File: src/rtl/io_channel_unit_pkg.sv
// io_channel_unit_pkg: channel numbering and status bit positions shared by the I/O channel block.
package io_channel_unit_pkg;
  typedef enum logic [2:0] {
    CH_KEY    = 3'd0,
    CH_STATUS = 3'd1,
    CH_DSKY   = 3'd2,
    CH_DOUT   = 3'd3,
    CH_DIN    = 3'd4,
    CH_TIMER  = 3'd5
  } io_chan_t;
  localparam int ST_NONEMPTY = 0;
  localparam int ST_FULL     = 1;
  localparam int ST_OVF      = 2;
  localparam int ST_DSKY     = 3;
  localparam int ST_DROP     = 4;
endpackage

File: src/rtl/io_channel_unit_key_fifo.sv
// io_channel_unit_key_fifo: synchronous keystroke FIFO with simultaneous push/pop support.
module io_channel_unit_key_fifo #(
  parameter int DEPTH = 4,
  parameter int WIDTH = 5
) (
  input  logic             clock,
  input  logic             reset_n,
  input  logic             push,
  input  logic             pop,
  input  logic [WIDTH-1:0] din,
  output logic             full,
  output logic             empty,
  output logic             overflow,
  output logic [WIDTH-1:0] head
);
  localparam int AW = $clog2(DEPTH);
  logic [WIDTH-1:0] mem [DEPTH];
  logic [AW-1:0] wp, rp;
  logic [AW:0] cnt;
  logic do_push, do_pop;
  assign empty = cnt == '0;
  assign full = cnt == (AW+1)'(DEPTH);
  // push+pop on an empty FIFO moves both pointers so the count stays 0
  assign do_push = push & (~full | pop);
  assign do_pop = pop & (~empty | push);
  assign overflow = push & full & ~pop;
  assign head = mem[rp];
  always_ff @(posedge clock) begin
    if (!reset_n) begin
      wp <= '0;
      rp <= '0;
      cnt <= '0;
    end else begin
      if (do_push) wp <= wp + 1'b1;
      if (do_pop) rp <= rp + 1'b1;
      cnt <= cnt + (AW+1)'(do_push) - (AW+1)'(do_pop);
    end
  end
  always_ff @(posedge clock)
    if (do_push) mem[wp] <= din;
endmodule

File: src/rtl/io_channel_unit.sv
// io_channel_unit: decodes core channel selects into keystroke FIFO, status, DSKY, discretes and timer.
module io_channel_unit
  import io_channel_unit_pkg::*;
#(
  parameter int KEY_DEPTH = 4,
  parameter int PRESCALE  = 10
) (
  input  logic        clock,
  input  logic        reset_n,
  input  logic [2:0]  io_read_sel,
  output logic [14:0] io_read_data,
  input  logic [2:0]  io_write_sel,
  input  logic [14:0] io_write_data,
  input  logic        io_write_en,
  input  logic        key_valid,
  input  logic [4:0]  key_code,
  output logic        dsky_valid,
  output logic [14:0] dsky_data,
  input  logic        dsky_ready,
  input  logic [14:0] discrete_in,
  output logic [14:0] discrete_out,
  output logic        key_irq,
  output logic        timer_irq
);
  localparam int PW = PRESCALE > 1 ? $clog2(PRESCALE) : 1;
  logic wr_key, wr_status, wr_dsky, wr_dout, wr_timer;
  logic key_full, key_empty, key_ovf_evt, key_ovf, dsky_drop;
  logic [4:0] key_head;
  logic xfer, accept, tick;
  logic [14:0] din_s1, din_s2, count, status;
  logic [PW-1:0] presc;
  assign wr_key = io_write_en && io_write_sel == CH_KEY;
  assign wr_status = io_write_en && io_write_sel == CH_STATUS;
  assign wr_dsky = io_write_en && io_write_sel == CH_DSKY;
  assign wr_dout = io_write_en && io_write_sel == CH_DOUT;
  assign wr_timer = io_write_en && io_write_sel == CH_TIMER;
  io_channel_unit_key_fifo #(.DEPTH(KEY_DEPTH), .WIDTH(5)) u_key_fifo (
    .clock(clock), .reset_n(reset_n), .push(key_valid), .pop(wr_key), .din(key_code),
    .full(key_full), .empty(key_empty), .overflow(key_ovf_evt), .head(key_head)
  );
  assign key_irq = ~key_empty;
  assign xfer = dsky_valid & dsky_ready;
  assign accept = wr_dsky & (~dsky_valid | xfer);
  assign tick = presc == PW'(PRESCALE - 1);
  always_ff @(posedge clock) begin
    if (!reset_n) begin
      key_ovf <= 1'b0;
      dsky_drop <= 1'b0;
      dsky_valid <= 1'b0;
      dsky_data <= '0;
      discrete_out <= '0;
      din_s1 <= '0;
      din_s2 <= '0;
      count <= '0;
      presc <= '0;
      timer_irq <= 1'b0;
    end else begin
      key_ovf <= key_ovf_evt | (key_ovf & ~(wr_status & io_write_data[ST_OVF]));
      dsky_drop <= (wr_dsky & dsky_valid & ~xfer) | (dsky_drop & ~(wr_status & io_write_data[ST_DROP]));
      dsky_valid <= accept | (dsky_valid & ~xfer);
      dsky_data <= accept ? io_write_data : dsky_data;
      discrete_out <= wr_dout ? io_write_data : discrete_out;
      din_s1 <= discrete_in;
      din_s2 <= din_s1;
      presc <= wr_timer || tick ? '0 : presc + 1'b1;
      count <= wr_timer ? io_write_data : tick ? count + 1'b1 : count;
      timer_irq <= ~wr_timer & tick & (count == 15'o77777);
    end
  end
  always_comb begin
    status = '0;
    status[ST_NONEMPTY] = ~key_empty;
    status[ST_FULL] = key_full;
    status[ST_OVF] = key_ovf;
    status[ST_DSKY] = dsky_valid;
    status[ST_DROP] = dsky_drop;
  end
  always_comb begin
    io_read_data = '0;
    case (io_read_sel)
      CH_KEY:    io_read_data = key_empty ? '0 : {1'b1, 9'b0, key_head};
      CH_STATUS: io_read_data = status;
      CH_DSKY:   io_read_data = dsky_data;
      CH_DOUT:   io_read_data = discrete_out;
      CH_DIN:    io_read_data = din_s2;
      CH_TIMER:  io_read_data = count;
      default:   io_read_data = '0;
    endcase
  end
endmodule

File: config.mk
export PLATFORM = sky130hd
export DESIGN_NAME = io_channel_unit
export DESIGN_NICKNAME = d
export VERILOG_FILES = /design/src/rtl/io_channel_unit_pkg.sv /design/src/rtl/io_channel_unit_key_fifo.sv /design/src/rtl/io_channel_unit.sv
export SDC_FILE = /design/constraint.sdc
export NUM_CORES = 1
export LEC_CHECK = 0
export ABC_AREA = 1
export CAP_MARGIN = 20
export CORE_AREA = 2 2 144 146
export CTS_CLUSTER_SIZE = 28
export DETAILED_ROUTE_END_ITERATION = 8
export DIE_AREA = 0 0 146 148
export GPL_TIMING_DRIVEN = 0
export MAX_ROUTING_LAYER = met4
export SYNTH_ARGS = -nofsm -noshare
export SYNTH_HDL_FRONTEND = slang
export SYNTH_SLANG_ARGS = --single-unit
File: constraint.sdc
create_clock -name clock -period 2.5 [get_ports clock]
set_input_delay 0.5 -clock clock [delete_from_list [all_inputs] [get_ports clock]]
set_output_delay 0.5 -clock clock [all_outputs]
set_load 0.01 [all_outputs]
==> flow_summary.ini <==
[place]
place_inst = 1000
routabilityCongestion = 0.872
place_area_um2 = 6200
port_buffers = 93
hpwl_mm = 11.3

[die]
start_util = 0.246
die_w_um = 146
die_area_um2 = 21600
io_pins = 94
core-area_um2 = 20000
fp.dieH_um = 148
rows = 52

[clock_tree]
clock_path_buffers = 2
cts_hold_buffers = 0
clk_pin_slew_ns = 0.07
numCtsBuffers = 9
h-tree-depth = 3
cts-root-buf = clkbuf_16
tritoncts = yes
clock-sinks = 112
worstSkewPairLatency_ns = 0.35

[run]
drv_cap = 0

[sta]
rsz0062_at_grt = yes
setup_tns_ns = 0
fmax_mhz = 412
min_period_ns = 2.43
clock-skew-final_ns = 0.00942
slew-limit-headroom = 0.541
finalCritPeriodShare = 0.971
finalSetupViolations = 0
hold_viol = 0
slew_violations = 0
worst_pin_slew_ns = 0.688

[global_route]
grt_pass1_vias = 4073
grt_use_total = 0.136
grt_pass1_wl_mm = 22.5
antenna_found_initial = 0
grt_max_degree = 18
grt_overflow = 0

[logic_synthesis]
synth_top_area_frac = 0.374
ys_ff_latch = 112
netlist_top_cells_area = dfxtp_1 37%, edfxtp_1 12%, nand2_1 9.5%
synth_edf_count = 20
async_reset_ff_frac = 0
ys.warnings.count = 0
syn_avg_cell_area_um2 = 7.74
synth_cell_types = 35
syn-cell-area_um2 = 4930
synth_top_cell_by_area = dfxtp_1
dominantRegCellSynth = dfxtp_1
yosysSeqAreaShare = 0.496
synth_cells = 637
syn_nets = 693

[final_layout]
layout_commonest_cell = nand2_1
finish.instance_area_um2 = 6590
final_cells = 1018
drive_above_1_share = 0.0749
nFillCells = 2184
num_antenna_cells = 0
nets = 799
final_cell_mix = 125 x nand2_1, 92 x dfxtp_1, 90 x inv_1
syn2layout_area_growth_pct = 33.7
post-route-util = 0.329

[hold_path]
hp-start = din_s1[2]
min_path_type = register to register

[pwr]
p_leak_nw = 2.74
p_per_area_nw_per_um2 = 615
p_comb_frac = 0.147
ir_worst_vdd_mv = 0.342
p_sw_frac = 0.254
pwr-share-seq = 0.494
p_clk_frac = 0.359
p_sw_mw = 1.03
p_int_mw = 3.02

[detailed_routing]
dr_total_vias = 4419
drtAntennaViolNets = 0
routed_wl_mm = 14.5
drt_iter0_drc = 279
wl_per_cell_um = 14.2
drc = 0
first_pass_iters = 5
vias_per_cell = 4.34

[setup_path]
cp_cell_sequence = clkdlybuf4s15_2 > inv_1 > nand3_1 > inv_2 > buf_4 > a22oi_1 > nand4_1 > dlygate4sd2_1
cp.buffers_inverters = 5
end_kind = output pin
cp-startpoint = io_read_sel[2]
path_max_fanout = 6
worstPathArrival_ns = 1.93
reg2reg_from = u_key_fifo.cnt[1]
cpPeakStageDelay_ns = 0.33
path_class = input port to output pin
cp_slowest_cell = dlygate4sd2_1
critPathTopFamily = buffers and inverters
required_ns = 2.00
startpoint_type = input port

[outcome]
status = finished, final reports clean
==> routing by layer <==
layer  up-vias  wire (um)  GRT usage
met5         -          0          -
met4         0        244     0.0422
met3        17        916     0.0216
met2       148       6530      0.212
met1      1989       6800      0.183
li1       2265          -          -
==> cells in the mapped netlist, types with 2 or more instances <==
cell	count
clkinv_1	2
nand2_1	125
dfxtp_1	92
edfxtp_1	20
inv_2	3
xor2_1	3
a21oi_1	40
buf_6	3
clkbuf_1	14
xnor2_1	4
buf_2	5
inv_1	93
nand3_1	41
nand2_2	3
o22ai_1	2
nand4_1	10
o211ai_1	10
ha_1	9
o21ai_0	51
a22oi_1	12
nand2_4	2
nor2_1	75
o21ai_1	6
==> area by class of cell <==
cell class / instances / area, um2 / area share
buffer: 21 / 138 / 0.0209
clock buffer: 12 / 289 / 0.0439
clock inverter: 4 / 22.5 / 0.00342
inverter: 99 / 373 / 0.0566
multi-input combinational: 403 / 2030 / 0.308
sequential: 112 / 2440 / 0.371
tap: 270 / 338 / 0.0513
timing repair buffer: 97 / 956 / 0.145
==> worst paths after layout <==
| check | end | slack [ns] | depth (start not counted) |
|---|---|---|---|
| worst max-delay path | io_read_data[2] | 0.07 | 8 |
| worst max register to register | u_key_fifo.cnt[2] | 0.40 | 10 |
| worst min-delay path | din_s2[2] | 0.41 | 2 |
| worst min register to register | din_s2[2] | 0.41 | 2 |
==> state kept, by name (all words and copies together) (netlist names), named ones only <==
| signal | cells |
|---|---|
| dsky_drop | 1 |
| u_key_fifo.mem | 20 |
| dsky_valid | 1 |
| u_key_fifo.rp | 2 |
| timer_irq | 1 |
| din_s2 | 15 |
| din_s1 | 15 |
| u_key_fifo.cnt | 3 |
| key_ovf | 1 |
| count | 15 |
| dsky_data | 15 |
| discrete_out | 15 |
| presc | 4 |
| u_key_fifo.wp | 2 |
==> cell families (layout without fill, tap and decap cells) <==
logic type,Yosys count,in the layout,synth area share
xor gates and xnor gates,7,7,0.0124
buffers and inverters,122,233,0.0998
DFF,112,112,0.496
adders and majority gates,10,10,0.0269
and+or+nand+nor,262,262,0.225
AOI/OAI and AO/OA,124,124,0.140
==> power groups by stage <==
stage                     combinational, mW  sequential (mW)  clock (mW)
after floorplan                       0.305             2.03           0
after detailed placement              0.593             2.04           0
after global placement                0.587             2.04           0
after global routing                  0.661             2.01        1.55
after CTS                             0.601             2.00        1.49
final                                 0.595             2.00        1.46
==> what timing repair did <==
item | CTS | global route
resized for setup | 40 | 6
buffers inserted | 1 | 3
endpoints found under the setup margin | 15 | 7
pin swaps | 1 | 0
hold endpoints to repair | 0 | 0
==> stage by stage <==
step | hold slack, ns | setup slack [ns] | total power, mW
floorplan | 0.390 | 0.456 | 2.34
finish | 0.413 | 0.0717 | 4.05
detailed placement | 0.396 | -0.766 | 2.63
CTS | 0.412 | 0.00128 | 4.09
global route | 0.429 | -0.000970 | 4.22
global placement | 0.399 | -0.736 | 2.62
==> worst register-to-register path: cells and delay by family (launching register included) <==
kind / cells / cell delay [ns]
and+or+nand+nor: 2 / 0.19
AOI/OAI and AO/OA: 1 / 0.21
xor gates and xnor gates: 1 / 0.16
adders and majority gates: 3 / 0.84
DFF: 1 / 0.33
buffers and inverters: 3 / 0.25
No activity file was read; power rests on OpenSTA's default activity.
